### src/rtl/pic_writer_if.sv
// Bus bundle between the frame controller / image memory and pic_writer.
// The slave modport is the writer's view; the master modport is the controller/memory side.
interface pic_writer_if;
  logic        start;
  logic [19:0] PIC_addr;
  logic [19:0] FB_addr;
  logic [2:0]  PIC_size;
  logic [23:0] IM_Q;
  logic [19:0] IM_A;
  logic [23:0] IM_D;
  logic        IM_WEN;
  logic        busy;
  logic        PIC_Write_Done;

  modport master (
    output start, PIC_addr, FB_addr, PIC_size, IM_Q,
    input  IM_A, IM_D, IM_WEN, busy, PIC_Write_Done
  );

  modport slave (
    input  start, PIC_addr, FB_addr, PIC_size, IM_Q,
    output IM_A, IM_D, IM_WEN, busy, PIC_Write_Done
  );
endinterface

### src/rtl/pic_writer.sv
// Copies a 128x128, 256x256 (2x2 box-averaged) or 512x512 (4x subsampled) picture
// into a 128x128 frame buffer region of the shared image memory.
module pic_writer (
  input  logic        clk,
  input  logic        reset,
  pic_writer_if.slave bus
);

  typedef enum logic [2:0] {IDLE, RD, WR, AVG0, AVG1, AVG2, AVG3, DONE} state_t;

  state_t      state_q, state_d;
  logic [6:0]  x_q, x_d, y_q, y_d;
  logic [19:0] picAddr_q, picAddr_d, fbAddr_q, fbAddr_d;
  logic [2:0]  size_q, size_d;
  logic [9:0]  accR_q, accR_d, accG_q, accG_d, accB_q, accB_d;

  logic [1:0]  sub;
  logic [19:0] srcSmall, srcLarge, srcMid, dstAddr;
  logic [23:0] avgPixel;

  function automatic logic [7:0] avgCh(input logic [9:0] acc, input logic [7:0] q);
    return 8'((acc + {2'b00, q}) >> 2);
  endfunction

  // Sub-pixel index inside the 2x2 block being read by the averaging states.
  always_comb begin
    sub = 2'd0;
    case (state_q)
      AVG1:    sub = 2'd1;
      AVG2:    sub = 2'd2;
      AVG3:    sub = 2'd3;
      default: sub = 2'd0;
    endcase
  end

  assign srcSmall = picAddr_q + {6'd0, y_q, x_q};
  assign srcLarge = picAddr_q + {2'd0, y_q, 11'd0} + {11'd0, x_q, 2'd0};
  assign srcMid   = picAddr_q + {4'd0, y_q, sub[1], x_q, sub[0]};
  assign dstAddr  = fbAddr_q + {6'd0, y_q, x_q};
  assign avgPixel = {avgCh(accR_q, bus.IM_Q[23:16]),
                     avgCh(accG_q, bus.IM_Q[15:8]),
                     avgCh(accB_q, bus.IM_Q[7:0])};

  always_ff @(posedge clk or posedge reset) begin
    if (reset) begin
      state_q   <= IDLE;
      x_q       <= '0;
      y_q       <= '0;
      picAddr_q <= '0;
      fbAddr_q  <= '0;
      size_q    <= '0;
      accR_q    <= '0;
      accG_q    <= '0;
      accB_q    <= '0;
    end else begin
      state_q   <= state_d;
      x_q       <= x_d;
      y_q       <= y_d;
      picAddr_q <= picAddr_d;
      fbAddr_q  <= fbAddr_d;
      size_q    <= size_d;
      accR_q    <= accR_d;
      accG_q    <= accG_d;
      accB_q    <= accB_d;
    end
  end

  always_comb begin
    state_d            = state_q;
    x_d                = x_q;
    y_d                = y_q;
    picAddr_d          = picAddr_q;
    fbAddr_d           = fbAddr_q;
    size_d             = size_q;
    accR_d             = accR_q;
    accG_d             = accG_q;
    accB_d             = accB_q;
    bus.IM_A           = '0;
    bus.IM_D           = '0;
    bus.IM_WEN         = 1'b1;
    bus.busy           = (state_q != IDLE);
    bus.PIC_Write_Done = 1'b0;

    case (state_q)
      IDLE: begin
        if (bus.start) begin
          picAddr_d = bus.PIC_addr;
          fbAddr_d  = bus.FB_addr;
          size_d    = bus.PIC_size;
          x_d       = '0;
          y_d       = '0;
          case (bus.PIC_size)
            3'b001, 3'b100: state_d = RD;
            3'b010:         state_d = AVG0;
            default:        state_d = DONE;
          endcase
        end
      end
      RD: begin
        bus.IM_A = (size_q == 3'b100) ? srcLarge : srcSmall;
        state_d  = WR;
      end
      // Read data lags the address by a cycle, so AVG1..AVG3 fold in the previous read
      // and WR adds the last one on the fly.
      AVG0: begin
        bus.IM_A = srcMid;
        accR_d   = '0;
        accG_d   = '0;
        accB_d   = '0;
        state_d  = AVG1;
      end
      AVG1, AVG2, AVG3: begin
        bus.IM_A = srcMid;
        accR_d   = accR_q + {2'b00, bus.IM_Q[23:16]};
        accG_d   = accG_q + {2'b00, bus.IM_Q[15:8]};
        accB_d   = accB_q + {2'b00, bus.IM_Q[7:0]};
        if (state_q == AVG1)      state_d = AVG2;
        else if (state_q == AVG2) state_d = AVG3;
        else                      state_d = WR;
      end
      WR: begin
        bus.IM_WEN = 1'b0;
        bus.IM_A   = dstAddr;
        bus.IM_D   = (size_q == 3'b010) ? avgPixel : bus.IM_Q;
        if ({y_q, x_q} == 14'h3FFF) begin
          state_d = DONE;
        end else begin
          {y_d, x_d} = {y_q, x_q} + 14'd1;
          state_d    = (size_q == 3'b010) ? AVG0 : RD;
        end
      end
      DONE: begin
        bus.PIC_Write_Done = 1'b1;
        state_d            = IDLE;
      end
      default: state_d = IDLE;
    endcase
  end

endmodule
### src/flat_wrapper.sv
// flat-port wrapper written by rule: the top's interface ports become plain ports
module pic_writer_flat 
  (clk, reset, bus_start, bus_PIC_addr, bus_FB_addr, bus_PIC_size, bus_IM_Q, bus_IM_A, bus_IM_D, bus_IM_WEN, bus_busy, bus_PIC_Write_Done);
  pic_writer_if bus_i ();
  input  logic clk;
  input  logic reset;
  input wire logic [$bits(bus_i.start)-1:0] bus_start;
  input wire logic [$bits(bus_i.PIC_addr)-1:0] bus_PIC_addr;
  input wire logic [$bits(bus_i.FB_addr)-1:0] bus_FB_addr;
  input wire logic [$bits(bus_i.PIC_size)-1:0] bus_PIC_size;
  input wire logic [$bits(bus_i.IM_Q)-1:0] bus_IM_Q;
  output wire logic [$bits(bus_i.IM_A)-1:0] bus_IM_A;
  output wire logic [$bits(bus_i.IM_D)-1:0] bus_IM_D;
  output wire logic [$bits(bus_i.IM_WEN)-1:0] bus_IM_WEN;
  output wire logic [$bits(bus_i.busy)-1:0] bus_busy;
  output wire logic [$bits(bus_i.PIC_Write_Done)-1:0] bus_PIC_Write_Done;
  assign bus_i.start = bus_start;
  assign bus_i.PIC_addr = bus_PIC_addr;
  assign bus_i.FB_addr = bus_FB_addr;
  assign bus_i.PIC_size = bus_PIC_size;
  assign bus_i.IM_Q = bus_IM_Q;
  assign bus_IM_A = bus_i.IM_A;
  assign bus_IM_D = bus_i.IM_D;
  assign bus_IM_WEN = bus_i.IM_WEN;
  assign bus_busy = bus_i.busy;
  assign bus_PIC_Write_Done = bus_i.PIC_Write_Done;
  pic_writer u_core (.clk(clk), .reset(reset), .bus(bus_i));
endmodule
### config.mk
export PLATFORM = sky130hd
export DESIGN_NAME = pic_writer_flat
export DESIGN_NICKNAME = d
export VERILOG_FILES = /design/src/rtl/pic_writer_if.sv /design/src/rtl/pic_writer.sv /design/src/flat_wrapper.sv
export SDC_FILE = /design/constraint.sdc
export NUM_CORES = 1
export LEC_CHECK = 0
export CORE_MARGIN = 2
export CORE_UTILIZATION = 45
export DETAILED_ROUTE_END_ITERATION = 8
export PLACE_DENSITY = 0.76
export SLEW_MARGIN = 20
export SYNTH_ARGS = -nofsm -noshare
export SYNTH_HDL_FRONTEND = slang
export SYNTH_SLANG_ARGS = --single-unit
### constraint.sdc
create_clock -name clk -period 3 [get_ports clk]
set_input_delay 0.6 -clock clk [delete_from_list [all_inputs] [get_ports clk]]
set_output_delay 0.6 -clock clk [all_outputs]
set_load 0.03 [all_outputs]
==> results.ini <==
[outcome]
violations = setup timing
status = complete, but fails checks

[logic_synthesis]
synth_seq_cells = 90
synth_seq_area_share = 0.265
synth_area_um2 = 8500
ys_warn_count = 0
synth-main-ff-cell = dfrtp_1
netlist_instances = 989
avgSynthCellArea_um2 = 8.60
syn-num-nets = 1149
synth-edff-count = 0
yosysUniqueCellTypes = 72
yosysTopAreaCellShare = 0.265
synth.area.top_cells = dfrtp_1 26%, ha_1 12%, xnor2_1 5.7%
synth_top_cell_by_area = dfrtp_1
synth-async-reset-ratio = 1.00

[clock_tree]
cts_tree = yes
cts.sinks = 90
clockRootBuffer = clkbuf_16
htreeDepth = 3
numCtsBuffers = 9
path_clk_slew_ns = 0.07
clock_latency_ns = 0.35
cts.path.max_buffers = 2
ctsHoldBuffers = 0

[floorplanning]
start_util = 0.456
core_region_area_um2 = 18600
ios = 117
rows = 50
fp.dieW_um = 141
dieArea_um2 = 20000
die_h_um = 141

[timing]
post-route-min-period_ns = 3.61
timing.fmax_ghz = 0.277
hold_viol = 0
setup_ws_ns = -0.613
max_slew_margin = 0.451
setup_viol = 26
fin_skew_ns = 0.00691
slew_viol_final = 0
tightest_slew_ns = 0.822
period_share = 1.20
rsz0062_at_grt = true
finalHoldWorstSlack_ns = 0.495

[global_routing]
grt_pass1_wl_um = 46700
antenna_found_initial = 0
grt_usage = 0.291
grt_max_degree = 62
grt_overflow_total = 0
grt_pass1_vias = 9290

[detailed_routing]
drt_iter0_drc = 549
vias = 9301
ant_nets = 0
wire_per_inst_um = 19.2
drt_first_pass_iters = 4
viasPerCell = 5.98
totalWireLength_um = 29900
drcViolationCount = 0

[power_and_ir_drop]
pwr-share-comb = 0.755
power.switching_mw = 6.69
seqPwrFrac = 0.165
power_density_nw_per_um2 = 1100
p_leak_nw = 5.87
switching_share = 0.455
internal-power_mw = 8.00
clkPwrFrac = 0.080
ir_worst_vdd_mv = 0.650

[layout]
final_util = 0.715
mostFrequentLayoutCells = 236 x buf_4, 98 x nand2_1, 77 x dfrtp_1
fin_nets = 1477
antenna_cells = 0
final_common_cell = buf_4
stdcell_count = 1556
layout-drive-gt1-share = 0.393
syn_to_final_growth_pct = 56.8

[place]
place_congestion = 0.959
dp_hpwl_um = 20000
port_buffers = 116
place_ws_ns = -0.771
placed_cells = 1494

[worst_setup_path]
cp.required_ns = 2.40
worstPathArrival_ns = 3.01
crit_fanout = 5
worstSetupPathType = flip-flop to output port
crit_path_start_kind = flip-flop
cp-end-kind = output port

[worst_hold_path]
min_path_type = input port to asynchronous set/reset pin

[run]
max_cap_viol_count = 0

## critical path, cell delays in order, from the launching register on
cell	delay [ns]
dfrtp_2	0.45
ha_4	0.19
inv_2	0.04
fa_2	0.36
nor2b_2	0.14
o31a_1	0.20
o2111ai_2	0.20
a311oi_2	0.38
o31ai_1	0.14
xor2_1	0.17
o211ai_1	0.20
buf_4	0.19
## cell type report
cell class | count | area (µm²)
tap | 234 | 293
sequential | 90 | 2270
multi-input combinational | 828 | 7230
clock inverter | 2 | 35.0
fill | 1270 | 5310
timing repair buffer | 352 | 3100
clock buffer | 14 | 264
inverter | 36 | 140
## power groups by stage
stage          registers (mW)  logic (mW)  clock network [mW]
2_1_floorplan            2.14        5.41                   0
3_3_place_gp             2.28        8.87                   0
3_5_place_dp             2.30        9.06                   0
4_1_cts                  2.37        10.2                1.20
5_1_grt                  2.48        11.8                1.26
6_report                 2.43        11.1                1.18
## through the flow
step                      area (µm²)  total power [mW]  setup TNS [ns]
after global placement         11500              11.1           -9.42
final                          13300              14.7           -8.61
after global routing           13300              15.5          -10.92
after CTS                      12900              13.8           -8.00
after floorplan                 8710              7.55           -1.01
after detailed placement       11500              11.4          -10.33
## sequential cells by signal, summed over array words and instances, names as in the netlist
name              cells
u_core.fbAddr_q      20
u_core.picAddr_q     20
u_core.accB_q        10
u_core.accG_q        10
u_core.accR_q        10
u_core.x_q            7
u_core.y_q            7
u_core.size_q         3
u_core.state_q        3
## layer usage
| metal | global-route usage | part of all wire | up-vias |
|---|---|---|---|
| li1 | - | - | 4322 |
| met1 | 0.370 | 0.41 | 4494 |
| met2 | 0.504 | 0.49 | 396 |
| met3 | 0.0354 | 0.064 | 89 |
| met4 | 0.115 | 0.034 | 0 |
| met5 | 0 | 0 | - |
## cell usage after synthesis, types with 4 or more instances
master,count
fa_1,7
o22ai_1,7
nand3_1,16
mux2_2,19
nand2b_1,4
o221ai_1,8
mux2_1,20
o21a_1,18
mux2i_1,7
a31oi_1,11
and2_1,11
nor2b_1,8
buf_2,7
nor3_1,24
nand2_1,103
xor2_1,29
and3_1,7
a211oi_1,21
clkbuf_1,25
a221o_1,4
nor2_1,74
nand4_1,10
a22o_1,23
or3_1,5
o211ai_1,13
a21oi_1,77
dfrtp_1,90
a21o_1,22
xnor2_1,55
o31ai_1,4
o21ai_1,6
nor3b_1,4
o21ai_0,47
or2_2,7
ha_1,83
inv_1,36
o21bai_1,16
## worst paths after layout
path	cells after the start	start	end	slack (ns)
setup / recovery	11	u_core.x_q[0]	bus_IM_A[18]	-0.61
hold / removal	2	reset	u_core.picAddr_q[14]	0.49
setup reg to reg	18	u_core.accG_q[2]	u_core.accG_q[9]	0.11
hold reg to reg	1	u_core.fbAddr_q[2]	u_core.fbAddr_q[2]	0.50
max in group asynchronous	3	reset	u_core.x_q[3]	1.82
min in group clk	1	u_core.fbAddr_q[2]	u_core.fbAddr_q[2]	0.50
## logic make-up after synthesis
kind of cell	count (synthesis)	synth area share
buffers and inverters	71	0.0324
AND/OR/NAND/NOR	286	0.157
AO/OA/AOI/OAI	322	0.261
flip-flops	90	0.265
multiplexers	46	0.0599
adder cells (fa/ha/maj)	90	0.139
XOR/XNOR	84	0.0865
## timing repair
| action | 4_1_cts | 5_1_grt |
|---|---|---|
| endpoints found under the setup margin | 37 | 37 |
| endpoints found under the hold margin | 0 | 0 |
| pin swaps | 103 | 81 |
| setup buffers | 43 | 12 |
| gates resized for setup | 178 | 89 |
Note: power is estimated with default switching activity, not from simulation.
